`config.mk`:
```
export PLATFORM = sky130hd
export DESIGN_NAME = encoder_8b10b_multi
export DESIGN_NICKNAME = d
export VERILOG_FILES = /design/src/rtl/encoder_8b10b_multi.sv
export SDC_FILE = /design/constraint.sdc
export NUM_CORES = 1
export LEC_CHECK = 0
export CORE_UTILIZATION = 51
export DETAILED_ROUTE_END_ITERATION = 6
export PLACE_DENSITY_LB_ADDON = 0.05
export SLEW_MARGIN = 20
export SYNTH_ARGS = -nofsm -noshare
export SYNTH_HDL_FRONTEND = slang
export SYNTH_SLANG_ARGS = --single-unit
```
`constraint.sdc`:
```
create_clock -name clk_i -period 5.5 [get_ports clk_i]
set_input_delay 1.65 -clock clk_i [delete_from_list [all_inputs] [get_ports clk_i]]
set_output_delay 1.65 -clock clk_i [all_outputs]
set_load 0.1 [all_outputs]
```
`src/rtl/encoder_8b10b_multi.sv`:
```
// Multi-byte 8b/10b encoder with one running disparity chained across the bytes of a beat
// and carried between beats; single registered stage with valid/ready on both sides.
module encoder_8b10b_multi #(
  parameter int unsigned NUM_BYTES   = 2,
  parameter bit          INIT_RD_POS = 1'b0
) (
  input  logic                    clk_i,
  input  logic                    rst_i,
  input  logic                    in_valid_i,
  output logic                    in_ready_o,
  input  logic [8*NUM_BYTES-1:0]  data_i,
  input  logic [NUM_BYTES-1:0]    is_k_i,
  input  logic                    rd_clr_i,
  output logic                    out_valid_o,
  input  logic                    out_ready_i,
  output logic [10*NUM_BYTES-1:0] encoded_o,
  output logic [NUM_BYTES-1:0]    kerr_o,
  output logic                    rd_pos_o
);

  // 5b/6b codes {a..e,i} as seen from RD-
  function automatic logic [5:0] d6_neg(input logic [4:0] x);
    logic [5:0] c;
    case (x)
      5'd0:  c = 6'b100111;  5'd1:  c = 6'b011101;  5'd2:  c = 6'b101101;  5'd3:  c = 6'b110001;
      5'd4:  c = 6'b110101;  5'd5:  c = 6'b101001;  5'd6:  c = 6'b011001;  5'd7:  c = 6'b111000;
      5'd8:  c = 6'b111001;  5'd9:  c = 6'b100101;  5'd10: c = 6'b010101;  5'd11: c = 6'b110100;
      5'd12: c = 6'b001101;  5'd13: c = 6'b101100;  5'd14: c = 6'b011100;  5'd15: c = 6'b010111;
      5'd16: c = 6'b011011;  5'd17: c = 6'b100011;  5'd18: c = 6'b010011;  5'd19: c = 6'b110010;
      5'd20: c = 6'b001011;  5'd21: c = 6'b101010;  5'd22: c = 6'b011010;  5'd23: c = 6'b111010;
      5'd24: c = 6'b110011;  5'd25: c = 6'b100110;  5'd26: c = 6'b010110;  5'd27: c = 6'b110110;
      5'd28: c = 6'b001110;  5'd29: c = 6'b101110;  5'd30: c = 6'b011110;  default: c = 6'b101011;
    endcase
    return c;
  endfunction

  // 3b/4b codes {f,g,h,j} as seen from RD-, data and control columns
  function automatic logic [3:0] d4_neg(input logic [2:0] y, input logic k);
    logic [3:0] c;
    case (y)
      3'd0:    c = 4'b1011;
      3'd1:    c = k ? 4'b0110 : 4'b1001;
      3'd2:    c = k ? 4'b1010 : 4'b0101;
      3'd3:    c = 4'b1100;
      3'd4:    c = 4'b1101;
      3'd5:    c = k ? 4'b0101 : 4'b1010;
      3'd6:    c = k ? 4'b1001 : 4'b0110;
      default: c = k ? 4'b0111 : 4'b1110;
    endcase
    return c;
  endfunction

  // Returns {kerr, rd_out, abcdei, fghj}; illegal K requests fall back to K28.5
  function automatic logic [11:0] enc_byte(input logic [7:0] d, input logic k, input logic rd);
    logic       bad, u6, u4, rd6, rd4, alt, flip4;
    logic [4:0] x;
    logic [2:0] y;
    logic [5:0] c6;
    logic [3:0] c4;
    bad = k && !((d[4:0] == 5'd28) ||
                 ((d[7:5] == 3'd7) && (d[4:0] inside {5'd23, 5'd27, 5'd29, 5'd30})));
    x   = bad ? 5'd28 : d[4:0];
    y   = bad ? 3'd5  : d[7:5];
    c6  = (k && (x == 5'd28)) ? 6'b001111 : d6_neg(x);
    u6  = (3'(c6[0]) + 3'(c6[1]) + 3'(c6[2]) + 3'(c6[3]) + 3'(c6[4]) + 3'(c6[5])) != 3'd3;
    if (rd && (u6 || (!k && (x == 5'd7)))) c6 = ~c6;
    rd6 = rd ^ u6;
    alt = !k && (y == 3'd7) &&
          ((!rd6 && (x inside {5'd17, 5'd18, 5'd20})) || (rd6 && (x inside {5'd11, 5'd13, 5'd14})));
    c4  = alt ? 4'b0111 : d4_neg(y, k);
    u4  = (3'(c4[0]) + 3'(c4[1]) + 3'(c4[2]) + 3'(c4[3])) != 3'd2;
    flip4 = k || alt || u4 || (y == 3'd3) || (y == 3'd7);
    if (rd6 && flip4) c4 = ~c4;
    rd4 = rd6 ^ u4;
    return {bad, rd4, c6, c4};
  endfunction

  logic                    rd_q;
  logic                    rd_chain;
  logic                    accept;
  logic [11:0]             byte_res;
  logic [10*NUM_BYTES-1:0] enc_d;
  logic [NUM_BYTES-1:0]    kerr_d;

  assign in_ready_o = !out_valid_o || out_ready_i;
  assign accept     = in_valid_i && in_ready_o;
  assign rd_pos_o   = rd_q;

  // Disparity chain through the beat, byte 0 first
  always_comb begin
    rd_chain = rd_clr_i ? INIT_RD_POS : rd_q;
    enc_d    = '0;
    kerr_d   = '0;
    byte_res = '0;
    for (int n = 0; n < int'(NUM_BYTES); n++) begin
      byte_res            = enc_byte(data_i[8*n +: 8], is_k_i[n], rd_chain);
      enc_d[10*n +: 10]   = byte_res[9:0];
      kerr_d[n]           = byte_res[11];
      rd_chain            = byte_res[10];
    end
  end

  always_ff @(posedge clk_i or posedge rst_i) begin
    if (rst_i) begin
      out_valid_o <= 1'b0;
      encoded_o   <= '0;
      kerr_o      <= '0;
      rd_q        <= INIT_RD_POS;
    end else if (accept) begin
      out_valid_o <= 1'b1;
      encoded_o   <= enc_d;
      kerr_o      <= kerr_d;
      rd_q        <= rd_chain;
    end else begin
      if (out_ready_i) out_valid_o <= 1'b0;
      if (rd_clr_i)    rd_q        <= INIT_RD_POS;
    end
  end

endmodule

```
==> results of run 1 <==
## cells in the final DEF, fill, tap and decap left out, drive strengths merged, types with 5 or more instances in the layout
| cell type | n |
|---|---|
| dfrtp | 24 |
| and3 | 5 |
| ha | 20 |
| nor3b | 5 |
| nor3 | 7 |
| and2 | 10 |
| a211oi | 7 |
| o21ai | 29 |
| clkdlybuf4s50 | 37 |
| a31oi | 9 |
| mux2i | 6 |
| inv | 28 |
| a21oi | 21 |
| xor2 | 7 |
| nand3 | 10 |
| o211ai | 8 |
| xnor2 | 7 |
| or2 | 6 |
| fa | 8 |
| nand2b | 13 |
| buf | 164 |
| nor4 | 5 |
| nor2 | 26 |
| nand2 | 39 |
## Yosys cell counts, types with 4 or more instances
library cell	count
nor2_1	26
a22oi_1	4
xnor2_1	7
a211oi_1	6
clkbuf_8	4
nor3b_1	5
a311oi_1	4
fa_1	8
and2_1	8
ha_1	20
nand2_1	39
mux2i_1	6
o211ai_1	8
nor3_1	7
a31oi_1	7
or2_2	4
and3_1	4
a21oi_1	21
dfrtp_1	24
nand3_1	10
inv_1	29
nand2b_1	11
o21ai_0	20
clkbuf_1	12
xor2_1	6
nor4_1	4
o21ai_1	8
## final cells by class
type | count | area, um2
multi-input combinational | 337 | 2890
timing repair buffer | 206 | 1690
fill | 338 | 916
sequential | 24 | 601
inverter | 29 | 114
tap | 77 | 96.3
clock buffer | 3 | 41.3
## stage by stage
stage,area [um2],power [mW],TNS [ns]
finish,5430,2.15,-61.45
global route,5430,2.22,-64.49
CTS,5270,1.98,-52.90
detailed placement,4900,1.70,-66.93
global placement,4900,1.67,-62.97
floorplan,3460,1.29,-51.85
## layer usage
layer  wire, um  GRT usage, %  share of wire (%)
met5          0             0                  0
met4        709          6.43                5.1
met3       1190          3.58                8.6
met2       6660          57.6                 48
met1       5350          45.0                 38
## cell families (layout without fill, tap and decap cells)
kind of cell    count (synthesis)  after routing  synth area share, %
xor+xnor                       15             15                 4.60
mux                            10             10                 3.25
simple gates                  150            150                 24.4
compound gates                133            133                 29.4
flops                          24             24                 17.9
buf+inv                        52            238                 7.81
fa+ha+maj                      29             29                 12.6
## worst paths after layout
kind / to / slack [ns] / depth (start not counted)
max in group asynchronous: encoded_o[14] / 3.29 / 2
worst min register to register: encoded_o[19] / 0.49 / 2
min in group asynchronous: encoded_o[10] / 1.77 / 2
worst min-delay path: encoded_o[19] / 0.49 / 2
worst max register to register: encoded_o[13] / -0.29 / 22
worst max-delay path: encoded_o[13] / -5.10 / 38
## flip-flops by register name, summed over array words and instances (netlist names)
name	count
out_valid_o	1
kerr_o	2
rd_pos_o	1
encoded_o	20
## where the power goes
group          leakage, nW  internal [mW]  switching (mW)
Sequential           0.289          0.243          0.0383
Combinational         2.14          0.678            1.08
Clock               0.0216         0.0490          0.0573
## worst max-delay path: cells and delay by family
kind / cells / cell delay, ns
AO/OA/AOI/OAI: 6 / 1.30
buffers and inverters: 5 / 0.36
multiplexers: 3 / 0.89
AND/OR/NAND/NOR: 10 / 2.05
adder cells (fa/ha/maj): 11 / 3.72
XOR/XNOR: 3 / 0.77
## timing repair
item,4_1_cts,5_1_grt
gates resized for setup,78,22
buffers inserted,12,9
setup endpoints to repair,21,21
pin swaps,36,23
==> run summary, run 1 <==
### Worst setup path
* cell with the biggest individual delay on the critical path: fa_1
* critical register-to-register path startpoint: rd_pos_o
* CP max stage delay: 0.56 ns
* most frequent cell on the critical path: fa_1
* type of the worst setup path: in2reg
* critical path startpoint: data_i[1]
* Setup crit end kind: flop
* CP Max Fanout: 4
* Crit path required time: 5.66 ns
* startpoint type of the worst setup path: input pin
* arrival time at the worst endpoint: 10.76 ns

### Global route
* wire length of the first global-routing pass: 18800 um
* via count of the first global-routing pass: 3927
* All-Layer GR Usage: 33.2%
* maximum number of pins on one net before global-route repair: 32
* initial antenna violation count: 0
* total overflow reported by the global router: 0

### Power and ir drop
* Power Dens Cells: 395 nW/um2
* maximum resistive drop on vdd: 0.657 mV
* leakage dissipation: 2.45 nW

### Clock network
* clock-pin slew reported for the worst setup and hold paths after clock tree synthesis: 0.09 ns
* clock net sink count: 24
* clock network latency to the later pin of the worst-skew pair: 0.27 ns
* CTS Buffer Depth: 2
* clock tree root driver cell: clkbuf_8
* CTS H-Tree Depth: 1
* CTS Hold Bufs: 0
* clock tree from TritonCTS: done
* number of buffers inserted during clock tree synthesis: 3

### Logic synthesis
* Mapped Area: 3350 um2
* EDFF count, synth: 0
* Cell variety after synth: 89
* synthesized netlist net count: 464
* Most used DFF post-synth: dfrtp_1
* syn avg cell area: 8.10 um2
* portion of the post-synthesis area used by sequential elements: 17.9%
* proportion of synthesized flip-flops having asynchronous set or reset: 100%
* cell type with the largest total area after synthesis: dfrtp_1
* top cells by area in the synthesized netlist: dfrtp_1, ha_1, fa_1
* Yosys top cell area share: 17.9%
* synthesized instance count: 413
* Yosys reg bits: 24
* number of warnings printed during yosys synthesis: 0

### Flow run
* number of maximum-capacitance constraint violations: 0

### Placement
* placed wire-length estimate after detailed placement: 8230 um
* number of buffers added on ports: 47
* cell total after placement: 652
* GPL Wtd Cong: 0.925
* dpl ws: -5.42 ns

### Finish
* final cell utilization of the core: 85.6%
* layout-stage area growth over the synthesis result: 62.4%
* Finished Layout Cells: 676
* layout cell share with drive strength beyond 1: 42.7%
* nets@finish: 652
* number of diodes added for antenna fixing: 0

### Detailed routing
* Routed wire per std cell: 20.6 um
* final wirelength: 13900 um
* DRT Pass-1 Iters: 6
* number of routed nets with antenna violations: 0
* number of DRC markers in iteration 0: 490
* vias after detailed routing: 4391
* post-DR vias/cell: 6.50
* number of design rule violations left after detail routing: 0

### STA
* worst slew margin relative to its limit: 32.4%
* final critical-path required period: 10.60 ns
* Final Hold Viols: 0
* actual transition at the worst max-transition pin: 1.01 ns
* maximum achievable frequency: 94.3 MHz
* final worst-path setup slack: -5.10 ns
* max-slew violations: 0
* final count of negative-setup-slack endpoints: 21
* setup clock skew after layout: 0.00487 ns
* hold slack final: 0.490 ns
* part of the cycle the worst path needs: 193%
* unrepaired setup endpoints after global routing: true

### Floorplanning
* die height: 83.0 um
* starting density of the core: 52.7%
* standard cell core area: 6350 um2
* I/O pins: 48
* DIE WIDTH: 83.0 um
* cell row count: 29
* area of the die: 6890 um2

### Status
* violated checks: setup timing
* result of the run: finished, violations left

### Worst hold path
* kind of path behind the tightest hold check: reg2reg
* startpoint of the worst hold path: encoded_o[19]

No activity file was read; power rests on OpenSTA's default activity.
==> inputs of run 2 (changes only) <==
CORE_ASPECT_RATIO = 1.4   (was not set)
==> run 2 against run 1 <==
- the flow still finishes with violations (setup timing)
- register-to-register slack got worse by 0.05 ns
- worst hold slack improved by 0.0055 ns
- setup slack got worse by 0.022 ns
- first-iteration DRC count fell by 32%
- global-route usage increased by 1.5 points
- die area barely moved
- clock skew down 0.0024 ns
- final area shrank 0.14%
- critical path type unchanged
- largest cell class unchanged
- largest power group unchanged
==> run summary, run 2 (synthesized netlist as in run 1, its figures left out) <==
### Power and ir drop
* overall power of the completed layout: 2.11 mW, -1.7%
* leakage dissipation: 2.47 nW, +0.99%
* maximum resistive drop on vdd: 0.269 mV, -59%
* Power Dens Cells: 389 nW/um2, -1.6%

### Finish
* largest registers: encoded_o: 20 flops, kerr_o: 2 flops
* layout-stage area growth over the synthesis result: 62.1%
* largest register by flop count: encoded_o
* commonest cells after routing, fill and taps aside: buf_4, nand2_1, clkdlybuf4s50_1, dfrtp_1, inv_1
* commonest non-fill, non-tap cell in the layout: buf_4
* layout cell share with drive strength beyond 1: 40.8%, -1.9 points
* number of diodes added for antenna fixing: 0, unchanged
* nets@finish: 648, -0.61%
* Finished Cell Area: 5430 um2, -0.14%
* Finished Layout Cells: 667, -1.3%
* flip-flop count of the largest register after layout: 20, unchanged

### Clock network
* clock tree root driver cell: clkbuf_8
* number of buffers inserted during clock tree synthesis: 3, unchanged
* clock net sink count: 24, unchanged
* clock tree from TritonCTS: done
* clock network latency to the later pin of the worst-skew pair: 0.28 ns, about the same
* CTS H-Tree Depth: 1, unchanged
* CTS Buffer Depth: 2, unchanged
* clock-pin slew reported for the worst setup and hold paths after clock tree synthesis: 0.09 ns, about the same

### Worst setup path
* Crit path required time: 5.66 ns, about the same
* Setup crit end kind: flop
* setup slack, reg-to-reg: -0.34 ns, -0.05 ns
* arrival time at the worst endpoint: 10.78 ns, +0.02 ns
* startpoint type of the worst setup path: input pin
* type of the worst setup path: in2reg
* CP Max Fanout: 6, +2
* CP max stage delay: 0.57 ns, about the same
* r2r worst-path depth: 23, +4.5%
* endpoint of the most critical setup path: encoded_o[12]
* cell with the biggest individual delay on the critical path: fa_1
* critical register-to-register path startpoint: rd_pos_o
* FF-to-FF End: encoded_o[12]
* critical path startpoint: data_i[2]
* most frequent cell on the critical path: fa_1

### Global route
* total overflow reported by the global router: 0, unchanged
* maximum number of pins on one net before global-route repair: 42, +31%
* initial antenna violation count: 0, unchanged
* gr busiest metal: met2
* M3 GR Usage: 3.82%, +0.24 points
* All-Layer GR Usage: 34.7%, +1.5 points
* via count of the first global-routing pass: 4227, +7.6%
* met2 routing resource usage after global routing: 68.8%, +11 points
* global-route track usage on met1: 32.6%, -12 points
* wire length of the first global-routing pass: 19100 um, +1.6%

### Detailed routing
* post-DR vias/cell: 6.30, -2.9%
* number of routed nets with antenna violations: 0, unchanged
* number of design rule violations left after detail routing: 0, unchanged
* vias after detailed routing: 4205, -4.2%
* number of DRC markers in iteration 0: 334, -32%
* final wirelength: 13100 um, -6.1%
* DRT Pass-1 Iters: 5, -1
* Routed wire per std cell: 19.6 um, -4.8%

### STA
* maximum achievable frequency: 94.1 MHz, -0.21%
* part of the cycle the worst path needs: 193%, +0.41 points
* actual transition at the worst max-transition pin: 1.04 ns, +0.0306 ns
* hold slack final: 0.496 ns, +0.00550 ns
* max-slew violations: 0, unchanged
* setup clock skew after layout: 0.00251 ns, -0.00237 ns
* Final Hold Viols: 0, unchanged
* final worst-path setup slack: -5.13 ns, -0.0225 ns
* final count of negative-setup-slack endpoints: 21, unchanged
* worst slew margin relative to its limit: 30.4%, -2.0 points
* final critical-path required period: 10.63 ns, +0.0225 ns
* summed negative setup slack over all endpoints: -60.26 ns, +1.19 ns
* unrepaired setup endpoints after global routing: true

### Flow run
* number of maximum-capacitance constraint violations: 0, unchanged

### Placement
* placed wire-length estimate after detailed placement: 8840 um, +7.4%
* GPL Wtd Cong: 0.949, +2.6%
* cell total after placement: 648, -0.61%
* DP Area: 4900 um2, about the same
* number of buffers added on ports: 47, unchanged

### Floorplanning
* starting density of the core: 53.2%, +0.45 points
* cell row count: 34, +17%
* area of the die: 6900 um2, about the same
* standard cell core area: 6300 um2, -0.85%
* DIE WIDTH: 70.5 um, -15%
* die height: 97.9 um, +18%
* I/O pins: 48, unchanged

### Worst hold path
* Cells on Worst Hold Path: 2, unchanged
* kind of path behind the tightest hold check: reg2reg

### Status
* result of the run: finished, violations left
* violated checks: setup timing

[run 2: changes by cell type in the layout (fill, tap and decap cells not counted), moves of 3 or more]
cell,delta
buf_4,-9
dlymetal6s2s_1,+6
buf_6,+4
dlygate4sd2_1,-4
a21oi_2,-3
[run 2: cell type report]
type                       instances  area [um2]
multi-input combinational        337        2890
timing repair buffer             202        1700
fill                             366         870
sequential                        24         601
inverter                          29         114
tap                               72        90.1
clock buffer                       3        41.3
[run 2: power by group]
| group | total [mW] | internal, mW | switching, mW |
|---|---|---|---|
| Sequential | 0.288 | 0.244 | 0.0440 |
| Clock | 0.111 | 0.0493 | 0.0618 |
| Combinational | 1.71 | 0.677 | 1.03 |
| Total | 2.11 | 0.970 | 1.14 |
[run 2: how the worst min path moves through the flow]
| stage | endpoint | slack, ns | startpoint |
|---|---|---|---|
| 5_1_grt | encoded_o[10] | 0.53 | encoded_o[10] |
| 2_1_floorplan | encoded_o[17] | 0.96 | encoded_o[17] |
| 4_1_cts | encoded_o[10] | 0.49 | encoded_o[10] |
| 3_5_place_dp | encoded_o[10] | 0.47 | encoded_o[10] |
| 3_3_place_gp | encoded_o[19] | 0.46 | encoded_o[19] |
| 6_report | encoded_o[16] | 0.50 | encoded_o[16] |
[run 2: critical path, delay by kind of cell]
kind	cells	cell delay [ns]
muxes	3	0.91
buffers and inverters	6	0.63
adders and majority gates	11	3.72
xor gates and xnor gates	4	0.92
AOI/OAI and AO/OA	6	0.91
and+or+nand+nor	10	2.02
[run 2: metrics by stage]
step	setup WS [ns]	utilization [%]
global placement	-5.22	77.9
finish	-5.13	86.2
global route	-5.44	86.2
CTS	-5.06	82.3
detailed placement	-5.51	77.9
floorplan	-4.72	-
[run 2: what timing repair did]
item                                    CTS  global route
pin swaps                                23            34
resized for setup                        39            46
buffers inserted                         16             8
endpoints found under the setup margin   21            21
hold buffers                              0             0
[run 2: per-layer routing]
layer / share of wire [%] / vias up
met4: 7.0 / 0
met5: 0 / -
met2: 54 / 229
li1: - / 1888
met3: 5.3 / 84
met1: 33 / 2004
==> inputs of run 3 (changes only) <==
CORE_MARGIN = 2   (was not set)
==> run 3 against run 2 <==
- the run still ends with setup timing left
- clock skew grew 0.0052 ns
- clock power is 16% higher
- total power is 0.69% lower
- non-clock buffer count increased by 1
- critical path type unchanged
- sequential cell count stayed put
- global-route usage decreased by 2.1 points
- sequential power decreased by 1%
- die area grew 4.9%
==> run summary, run 3 (synthesized netlist as in run 1, its figures left out) <==
### Global route
* gr busiest metal: met2
* M3 GR Usage: 2.51%, -1.3 points
* global-route track usage on met1: 33.0%, +0.34 points
* total overflow reported by the global router: 0, unchanged
* via count of the first global-routing pass: 4045, -4.3%
* met2 routing resource usage after global routing: 63.0%, -5.8 points
* initial antenna violation count: 0, unchanged
* All-Layer GR Usage: 32.6%, -2.1 points
* wire length of the first global-routing pass: 18600 um, -2.6%
* maximum number of pins on one net before global-route repair: 43, +2.4%

### Detailed routing
* Routed wire per std cell: 18.6 um, -5.0%
* vias after detailed routing: 4028, -4.2%
* number of DRC markers in iteration 0: 301, -9.9%
* number of routed nets with antenna violations: 0, unchanged
* final wirelength: 12400 um, -4.7%
* post-DR vias/cell: 6.02, -4.5%
* number of design rule violations left after detail routing: 0, unchanged
* DRT Pass-1 Iters: 5, unchanged

### Worst setup path
* critical path startpoint: data_i[1]
* FF-to-FF End: encoded_o[13]
* Crit path required time: 5.67 ns, about the same
* cell with the biggest individual delay on the critical path: fa_1
* Setup crit end kind: flop
* critical register-to-register path startpoint: rd_pos_o
* CP max stage delay: 0.52 ns, -0.05 ns
* r2r worst-path depth: 22, -4.3%
* setup slack, reg-to-reg: -0.26 ns, +0.08 ns
* CP Max Fanout: 5, -1
* most frequent cell on the critical path: fa_1
* endpoint of the most critical setup path: encoded_o[13]
* startpoint type of the worst setup path: input pin
* type of the worst setup path: in2reg
* arrival time at the worst endpoint: 10.52 ns, -0.26 ns

### Finish
* layout-stage area growth over the synthesis result: 60.3%
* nets@finish: 649, +0.15%
* Layout fillers: 344, -6.0%
* layout cell share with drive strength beyond 1: 42.2%, +1.4 points
* largest register by flop count: encoded_o
* final cell utilization of the core: 85.2%, -0.95 points
* commonest non-fill, non-tap cell in the layout: buf_4
* largest registers: encoded_o: 20 flops, kerr_o: 2 flops
* flip-flop count of the largest register after layout: 20, unchanged
* multi-input combinational cell area: 2860 um2, -0.74%
* number of diodes added for antenna fixing: 0, unchanged
* commonest cells after routing, fill and taps aside: buf_4, nand2_1, clkdlybuf4s50_1, inv_1, dfrtp_1
* Finished Layout Cells: 669, +0.30%
* Reg area: 601 um2, unchanged

### STA
* unrepaired setup endpoints after global routing: true
* max-slew violations: 0, unchanged
* final critical-path required period: 10.35 ns, -0.277 ns
* setup clock skew after layout: 0.00774 ns, +0.00523 ns
* final count of negative-setup-slack endpoints: 21, unchanged
* part of the cycle the worst path needs: 188%, -5.0 points
* maximum achievable frequency: 96.6 MHz, +2.7%
* actual transition at the worst max-transition pin: 1.01 ns, -0.0272 ns
* worst slew margin relative to its limit: 32.2%, +1.8 points
* Final Hold Viols: 0, unchanged
* final worst-path setup slack: -4.85 ns, +0.277 ns

### Status
* result of the run: finished, violations left
* violated checks: setup timing

### Clock network
* CTS Buffer Depth: 2, unchanged
* clock network latency to the later pin of the worst-skew pair: 0.28 ns, about the same
* number of buffers inserted during clock tree synthesis: 3, unchanged
* clock-pin slew reported for the worst setup and hold paths after clock tree synthesis: 0.10 ns, about the same
* clock tree from TritonCTS: done
* clock net sink count: 24, unchanged
* CTS H-Tree Depth: 1, unchanged
* clock tree root driver cell: clkbuf_8

### Power and ir drop
* maximum resistive drop on vdd: 0.274 mV, +1.7%
* leakage dissipation: 2.43 nW, -1.7%
* Power Dens Cells: 390 nW/um2, +0.42%
* overall power of the completed layout: 2.09 mW, -0.69%

### Floorplanning
* starting density of the core: 53.2%, unchanged
* I/O pins: 48, unchanged
* cell row count: 34, unchanged
* die height: 99.9 um, +2.0%
* area of the die: 7240 um2, +4.9%
* standard cell core area: 6300 um2, unchanged
* DIE WIDTH: 72.5 um, +2.8%

### Placement
* GPL Wtd Cong: 0.961, +1.2%
* dpl ws: -5.45 ns, +0.0569 ns
* number of buffers added on ports: 47, unchanged
* placed wire-length estimate after detailed placement: 8650 um, -2.2%
* cell total after placement: 640, -1.2%

### Flow run
* number of maximum-capacitance constraint violations: 0, unchanged

### Worst hold path
* kind of path behind the tightest hold check: reg2reg

==> run 3: how the worst min path moves through the flow <==
stage | endpoint | cells past startpoint | slack (ns) | start
5_1_grt | kerr_o[1] | 2 | 0.52 | kerr_o[1]
6_report | encoded_o[16] | 2 | 0.48 | encoded_o[16]
4_1_cts | encoded_o[16] | 2 | 0.49 | encoded_o[16]
2_1_floorplan | encoded_o[17] | 2 | 0.96 | encoded_o[17]
3_5_place_dp | encoded_o[16] | 2 | 0.47 | encoded_o[16]
3_3_place_gp | kerr_o[0] | 2 | 0.46 | kerr_o[0]
==> run 3: timing repair <==
action / CTS / global route
hold endpoints to repair: 0 / 0
hold buffers: 0 / 0
pin swaps: 34 / 9
gates resized for setup: 65 / 27
endpoints found under the setup margin: 21 / 21
buffers inserted: 18 / 8
==> run 3: final cells by class <==
class                      count  area share (%)
clock buffer                   4            1.03
multi-input combinational    337            53.4
tap                           72            1.68
inverter                      29            2.08
sequential                    24            11.2
timing repair buffer         203            30.7
==> run 3: critical path, delay by kind of cell <==
kind	cells	cell delay, ns
adders and majority gates	11	3.78
and+or+nand+nor	10	2.05
AOI/OAI and AO/OA	6	1.22
muxes	3	0.85
xor gates and xnor gates	3	0.73
buffers and inverters	4	0.22
==> run 3: metrics by stage <==
| stage | hold WS, ns | TNS, ns | area (um2) |
|---|---|---|---|
| after floorplan | 0.961 | -51.85 | 3460 |
| after detailed placement | 0.466 | -67.72 | 4840 |
| after CTS | 0.488 | -51.79 | 5200 |
| after global routing | 0.522 | -62.41 | 5370 |
| after global placement | 0.461 | -63.92 | 4840 |
| final | 0.484 | -56.90 | 5370 |
==> run 3: metal layers <==
| metal | wire length, um | share of wire (%) |
|---|---|---|
| met5 | 0 | 0 |
| met4 | 893 | 7.2 |
| met3 | 535 | 4.3 |
| met2 | 6670 | 54 |
| met1 | 4350 | 35 |
==> run 3: where the power goes <==
part	switching [mW]	internal, mW
Clock	0.0646	0.0642
Combinational	1.03	0.652
Sequential	0.0405	0.243
Total	1.13	0.959
